**src/rtl/qubit_swap_unit_pkg.sv**
```systemverilog
// Shared definitions for the qubit swap stage: gate mode encodings and the
// default amplitude component width.
package qubit_swap_unit_pkg;

  localparam int TOTAL_WIDTH = 16;

  typedef enum logic [1:0] {
    MODE_PASS  = 2'b00,
    MODE_SWAP  = 2'b01,
    MODE_CSWAP = 2'b10,
    MODE_RSVD  = 2'b11
  } qmode_e;

endpackage

```
**src/rtl/qubit_swap_unit_swap_index_perm.sv**
```systemverilog
// Source-index generator: for output index j, returns p(j), which is j with
// bits qa and qb exchanged, optionally gated by bit qc of j.
module swap_index_perm
  import qubit_swap_unit_pkg::*;
#(
  parameter int N_QUBITS = 3,
  parameter int IDX_W    = 3
) (
  input  logic [N_QUBITS-1:0] j,
  input  logic [IDX_W-1:0]    qa,
  input  logic [IDX_W-1:0]    qb,
  input  logic [IDX_W-1:0]    qc,
  input  logic [1:0]          mode,
  output logic [N_QUBITS-1:0] p
);

  logic                ba, bb, bc;
  logic [N_QUBITS-1:0] swapped;

  // Selects are matched against each bit position rather than used as
  // indices, so out-of-range selects can never address past j.
  always_comb begin
    ba      = 1'b0;
    bb      = 1'b0;
    bc      = 1'b0;
    swapped = j;
    for (int i = 0; i < N_QUBITS; i++) begin
      if (int'(qa) == i) ba = j[i];
      if (int'(qb) == i) bb = j[i];
      if (int'(qc) == i) bc = j[i];
    end
    for (int i = 0; i < N_QUBITS; i++) begin
      if (int'(qa) == i) swapped[i] = bb;
      if (int'(qb) == i) swapped[i] = ba;
    end
    p = j;
    if (mode == MODE_SWAP || (mode == MODE_CSWAP && bc)) p = swapped;
  end

endmodule

```
**src/rtl/qubit_swap_unit.sv**
```systemverilog
// N-qubit state-vector swap / controlled-swap stage with a one-deep output
// register, valid/ready handshake and a saturating transaction counter.
module qubit_swap_unit
  import qubit_swap_unit_pkg::*;
#(
  parameter int N_QUBITS = 3,
  parameter int DATA_W   = TOTAL_WIDTH,
  parameter int IDX_W    = 3,
  parameter int CNT_W    = 16,
  localparam int DIM     = 1 << N_QUBITS
) (
  input  logic                  clk,
  input  logic                  rst_n,
  input  logic                  in_valid,
  output logic                  in_ready,
  input  logic [DIM*DATA_W-1:0] in_re,
  input  logic [DIM*DATA_W-1:0] in_im,
  input  logic [1:0]            mode,
  input  logic [IDX_W-1:0]      qa,
  input  logic [IDX_W-1:0]      qb,
  input  logic [IDX_W-1:0]      qc,
  output logic                  out_valid,
  input  logic                  out_ready,
  output logic [DIM*DATA_W-1:0] out_re,
  output logic [DIM*DATA_W-1:0] out_im,
  output logic                  cfg_err,
  output logic [CNT_W-1:0]      txn_count
);

  localparam logic [IDX_W:0] NQ = (IDX_W + 1)'(N_QUBITS);

  function automatic logic cfg_illegal(input logic [1:0] m, input logic [IDX_W-1:0] a,
                                       input logic [IDX_W-1:0] b, input logic [IDX_W-1:0] c);
    logic bad_ab;
    bad_ab = ({1'b0, a} >= NQ) || ({1'b0, b} >= NQ);
    case (m)
      MODE_SWAP:  cfg_illegal = bad_ab;
      MODE_CSWAP: cfg_illegal = bad_ab || ({1'b0, c} >= NQ) || (c == a) || (c == b);
      MODE_RSVD:  cfg_illegal = 1'b1;
      default:    cfg_illegal = 1'b0;
    endcase
  endfunction

  logic                               bad;
  logic [1:0]                         eff_mode;
  logic [DIM-1:0][N_QUBITS-1:0]       pidx;
  logic [DATA_W-1:0]                  in_re_a [DIM];
  logic [DATA_W-1:0]                  in_im_a [DIM];
  logic [DIM*DATA_W-1:0]              perm_re, perm_im;
  logic                               in_fire, out_fire;

  assign bad      = cfg_illegal(mode, qa, qb, qc);
  assign eff_mode = bad ? MODE_PASS : mode;
  assign in_ready = !out_valid || out_ready;
  assign in_fire  = in_valid && in_ready;
  assign out_fire = out_valid && out_ready;

  for (genvar k = 0; k < DIM; k++) begin : g_lane
    localparam logic [N_QUBITS-1:0] JK = N_QUBITS'(k);
    assign in_re_a[k] = in_re[k*DATA_W +: DATA_W];
    assign in_im_a[k] = in_im[k*DATA_W +: DATA_W];
    swap_index_perm #(.N_QUBITS(N_QUBITS), .IDX_W(IDX_W)) u_perm (
      .j(JK), .qa(qa), .qb(qb), .qc(qc), .mode(eff_mode), .p(pidx[k])
    );
    assign perm_re[k*DATA_W +: DATA_W] = in_re_a[pidx[k]];
    assign perm_im[k*DATA_W +: DATA_W] = in_im_a[pidx[k]];
  end

  always_ff @(posedge clk) begin
    if (!rst_n) begin
      out_valid <= 1'b0;
      out_re    <= '0;
      out_im    <= '0;
      cfg_err   <= 1'b0;
      txn_count <= '0;
    end else begin
      if (in_fire) begin
        out_valid <= 1'b1;
        out_re    <= perm_re;
        out_im    <= perm_im;
        cfg_err   <= bad;
      end else if (out_ready) begin
        out_valid <= 1'b0;
      end
      if (out_fire && txn_count != {CNT_W{1'b1}}) txn_count <= txn_count + 1'b1;
    end
  end

endmodule

```
**config.mk**
```make
export PLATFORM = sky130hd
export DESIGN_NAME = qubit_swap_unit
export DESIGN_NICKNAME = d
export VERILOG_FILES = /design/src/rtl/qubit_swap_unit_pkg.sv /design/src/rtl/qubit_swap_unit_swap_index_perm.sv /design/src/rtl/qubit_swap_unit.sv
export SDC_FILE = /design/constraint.sdc
export NUM_CORES = 1
export LEC_CHECK = 0
export BUFFER_PORTS_ARGS = -buffer_cell sky130_fd_sc_hd__buf_2
export CORE_MARGIN = 5
export CORE_UTILIZATION = 35
export DETAILED_ROUTE_END_ITERATION = 10
export SETUP_SLACK_MARGIN = 0.1
export SYNTH_ARGS = -nofsm -noshare
export SYNTH_HDL_FRONTEND = slang
export SYNTH_HIERARCHICAL = 1
export SYNTH_SLANG_ARGS = --single-unit
```
**constraint.sdc**
```tcl
create_clock -name clk -period 5.35 [get_ports clk]
set_input_delay 1.605 -clock clk [delete_from_list [all_inputs] [get_ports clk]]
set_output_delay 1.605 -clock clk [all_outputs]
set_load 0.01 [all_outputs]
```
# After elaboration in Yosys (flattened, before gate mapping)
# Cells that the tools add are included.
# W data, S select, Z words.
[word_totals]
output_inout_bits = 275
register_bits = 274
latchBits = 0
word_cells = 192
in_bits = 271
mem_bits_rw = 0
memories = 0
romBits = 0
[classes]
shifts = 0
n_mux = 128
eq_ne = 14
n_div = 0
bitwise = 7
n_lt_le_gt_ge = 10
n_reduce_logical = 27
addsub = 1
multipliers = 0
[ops]
columns = ["op", "n"]
rows = [
  ["$bmux W16 S3", 14],
  ["$mux W16", 28],
  ["$mux W1", 77],
  ["$ge A4 B4 Y1 const B", 7],
  ["$not A3 Y4", 7],
  ["$mux W3", 7],
  ["$add A16 B1 Y16 const B", 1],
  ["$ne A16 B16 Y1 const B", 1],
  ["$logic_or A1 B1 Y1", 12],
  ["$logic_and A1 B1 Y1", 10],
  ["$eq A3 B2 Y1 const B", 3],
  ["$eq A3 B3 Y1 const B", 3],
  ["$ge A3 B2 Y1 const B", 3],
  ["$logic_not A3 Y1", 3],
  ["$eq A2 B2 Y1 const B", 3],
  ["$eq A3 B3 Y1", 2],
  ["$eq A2 B1 Y1 const B", 2],
  ["$pmux W1 S3", 1],
  ["$mux W2", 1],
  ["$reduce_bool A2 Y1", 1],
  ["$logic_not A1 Y1", 1],
]

# Logic depth before layout (Yosys ltp)
[depth]
ltp_word = 15
ltp_mapped = 12
ltp_nobuf = 10

# Cells and area by module
# Netlist, hierarchy kept.
[by_module_without_submodules]
columns = ["mod", "instances", "area_each_um2", "seq_area_each_um2", "cells_each"]
rows = [
  ["qubit_swap_unit", 1, 23764.0, 5485.3, 1895],
  ["swap_index_perm", 8, 231.5, 0.0, 37],
]

# Worst setup path before layout
# Ideal clock, no wire load.
[synth_timing]
kind = "input to register"
start = "in qa[0]"
end = "reg out_im[20]"
path_buffers = 2
required_time_ns = 5.218
cell_stages = 12
setup_time_ns = 0.132
arrival_time_ns = 5.095
slack_ns = 0.122
cell_sequence = "a211oi_1 nand4_1 nor4_1 nor2b_1 a31o_2 o21ai_1 a22o_1 buf_2 buf_2 mux4_2 mux2i_1 a21oi_1"
[synth_lines]
columns = ["item", "line", "source"]
rows = [
  ["start, declared", "qubit_swap_unit.sv:19", "input logic [IDX_W-1:0] qa,"],
  ["end signal, assigned", "qubit_swap_unit.sv:80", "out_im <= perm_im;"],
  ["end, declared", "qubit_swap_unit.sv:25", "output logic [DIM*DATA_W-1:0] out_im,"],
]

==> results.json <==
{
  "status": "complete, but fails checks",
  "violations": "max-slew violations",
  "place_hpwl_um": 73800,
  "start_util_pct": 35.2,
  "numCtsBuffers": 39,
  "grt-ovfl-total": 0,
  "drv_slew": 163,
  "drc_errors": 0,
  "cts_setup_buffers": 0,
  "setup_violations": 0,
  "maxCapViolCount": 0,
  "fp.dieArea_sq_mm": 0.0787,
  "area_delta_synth_final_pct": 22.9,
  "synth_xor_area_share_pct": 0,
  "fin_crit_ns": 4.49,
  "worst_slew_pin_slew_ns": 5.42,
  "fin_nets": 2985,
  "grt.total_usage_pct": 26.4,
  "n_fill_cell": 6773,
  "multi_input_area_sq_mm": 0.0197,
  "drt-initial-drc-count": 2457,
  "design_area_sq_mm": 0.0315,
  "cts_tree": "done",
  "p_total_mw": 7.48,
  "finalSetupTns_ns": 0,
  "required_ns": 5.74,
  "yosysSeqAreaShare_pct": 21.4,
  "cts.htree.levels": 2,
  "ys.flop_type": "dfxtp_1",
  "drtAntennaViolNets": 0,
  "clk_pin_slew_ns": 0.05,
  "hold_buffers": 0,
  "max-slew-margin-rel_pct": -262,
  "min_period_over_period_pct": 84.0,
  "clock-root-buffer": "clkbuf_16",
  "fp.coreArea_sq_mm": 0.0727,
  "grt_max_degree": 194,
  "drive_gt1_share_pct": 45.2,
  "syn_area_sq_mm": 0.0256,
  "num_vias": 24218,
  "drt-total-wl_um": 108000,
  "muxShareOfSynthArea_pct": 55.8,
  "cts_resized": 0,
  "end_kind": "flop",
  "yosys.area_share.adder_pct": 0.0488,
  "io_pins": 546,
  "finClkSkew_ns": 0.0130,
  "hold_class": "flop to flop",
  "synth_top_family_by_area": "multiplexers",
  "seqCellArea_sq_mm": 0.00549,
  "ys_warn_count": 6,
  "synth_edf_count": 0,
  "via_per_inst": 6.51,
  "fmax_mhz": 223,
  "ir_drop_v": 0.000232,
  "cellPowerDensity_mw_per_mm2": 238,
  "synth-simple-area-share_pct": 4.44,
  "drt-pass1-iter-count": 6,
  "antenna_found_initial": 28,
  "path_class": "input pin to flop",
  "grt_pass1_vias": 23819,
  "cts_sinks": 274,
  "cp.arrival_ns": 4.89,
  "postPlaceCellArea_sq_mm": 0.0302,
  "syn_inst": 2191,
  "p_leak_nw": 12.5,
  "start_kind": "input pin",
  "clock_latency_ns": 0.56,
  "final_cells": 3721,
  "synth_compound_area_share_pct": 14.2,
  "grt_pass1_wl_um": 160000,
  "place.gp.congestion": 0.900,
  "synthArstFlopShare_pct": 0,
  "syn_area_per_cell_sq_um": 11.7,
  "rows": 99,
  "die_w_um": 281,
  "rsz0062_at_grt": "no",
  "clk_path_buf_depth": 3,
  "dp.cells": 3631,
  "ys_types": 48,
  "cp_max_fo": 42,
  "ys_seq_elements": 274,
  "wl_per_cell_um": 29.1,
  "port-buffer-count": 545,
  "hold_violations": 0,
  "holdWs_ns": 0.506,
  "die_h_um": 281
}
Yosys cell counts (20+ instances only):
cell        n  area share [%]
a22o_1     24            0.82
o21ai_0   295             5.8
clkbuf_1  156             2.3
inv_1      20            0.29
nor2_1     22            0.32
nor3_1     42            0.82
a21oi_1   274             5.4
buf_1      21            0.31
buf_2      57             1.1
mux2i_1   276              11
mux4_2    512              45
dfxtp_1   274              21
nand2_1    37            0.54
final cells by class:
class                           count  area share, %
Inverter                           20          0.238
Multi-Input combinational cell   1764           62.5
Sequential cell                   274           17.4
Antenna cell                       20          0.159
Clock buffer                       60           3.83
Clock inverter                     10          0.262
Timing Repair Buffer              614           11.8
Tap cell                          959           3.81
report_power, final:
part	switching [mW]	internal [mW]
registers	0.114	2.22
logic	1.31	1.17
clock network	1.07	1.60
total	2.49	4.99
flip-flops by register name, indices dropped and copies added, names as in the netlist:
register   cells
out_im       128
cfg_err        1
out_valid      1
out_re       128
txn_count     16
layer usage:
| metal | vias up | routed length (um) | GRT usage (%) |
|---|---|---|---|
| li1 | 10128 | - | - |
| met1 | 12233 | 40100 | 34.0 |
| met4 | 14 | 5620 | 12.0 |
| met3 | 319 | 11600 | 7.70 |
| met5 | - | 79 | 0 |
| met2 | 1524 | 51000 | 41.3 |
worst max-delay path: stages:
cell,delay [ns]
buf_2,0.20
or3_1,0.33
a221oi_1,0.45
nor4_2,0.11
buf_4,0.21
nor2b_1,0.12
a31o_2,0.20
a22o_4,0.67
buf_12,0.28
mux4_2,0.32
mux2i_1,0.23
a21oi_1,0.10
cells by family after synthesis:
kind of cell             Yosys count
multiplexers                     788
AO/OA/AOI/OAI                    668
flip-flops                       274
buffers and inverters            255
AND/OR/NAND/NOR                  203
other                              2
adder cells (fa/ha/maj)            1
layout by cell type, fill, tap and decap left out, types with 8 or more instances in the layout:
master,instances
nor3_1,42
inv_1,20
clkbuf_16,41
nor3b_1,17
o2bb2ai_1,8
buf_12,37
nand4_1,8
a31o_2,8
o21ai_1,16
a21oi_1,274
buf_4,32
dfxtp_1,274
a22o_4,21
o21ai_0,295
a31oi_1,9
nand3_1,11
o22ai_1,8
nor2_1,22
clkbuf_1,8
mux4_2,512
nor2b_1,8
or3_1,13
nand2_1,37
and2_1,16
mux2i_1,276
buf_2,544
clkbuf_8,11
or3b_2,8
conb_1,104
a2111oi_2,8
diode_2,20
per-stage QoR:
| step | setup slack (ns) | util [%] |
|---|---|---|
| 6_report | 0.858 | 43.3 |
| 2_1_floorplan | 0.122 | - |
| 4_1_cts | 0.906 | 43.2 |
| 3_3_place_gp | 0.330 | 41.5 |
| 5_1_grt | 0.689 | 43.3 |
| 3_5_place_dp | 0.306 | 41.5 |
final timing paths:
kind / slack [ns] / start / end / cells after the start
setup / recovery: 0.86 / qc[1] / out_im[48]$_SDFFE_PN0P_ / 12
hold reg to reg: 0.51 / txn_count[10]$_SDFFE_PN0P_ / txn_count[10]$_SDFFE_PN0P_ / 2
hold / removal: 0.51 / txn_count[10]$_SDFFE_PN0P_ / txn_count[10]$_SDFFE_PN0P_ / 2
setup reg to reg: 3.18 / txn_count[4]$_SDFFE_PN0P_ / txn_count[10]$_SDFFE_PN0P_ / 4
(Power assumes the default switching activity.)
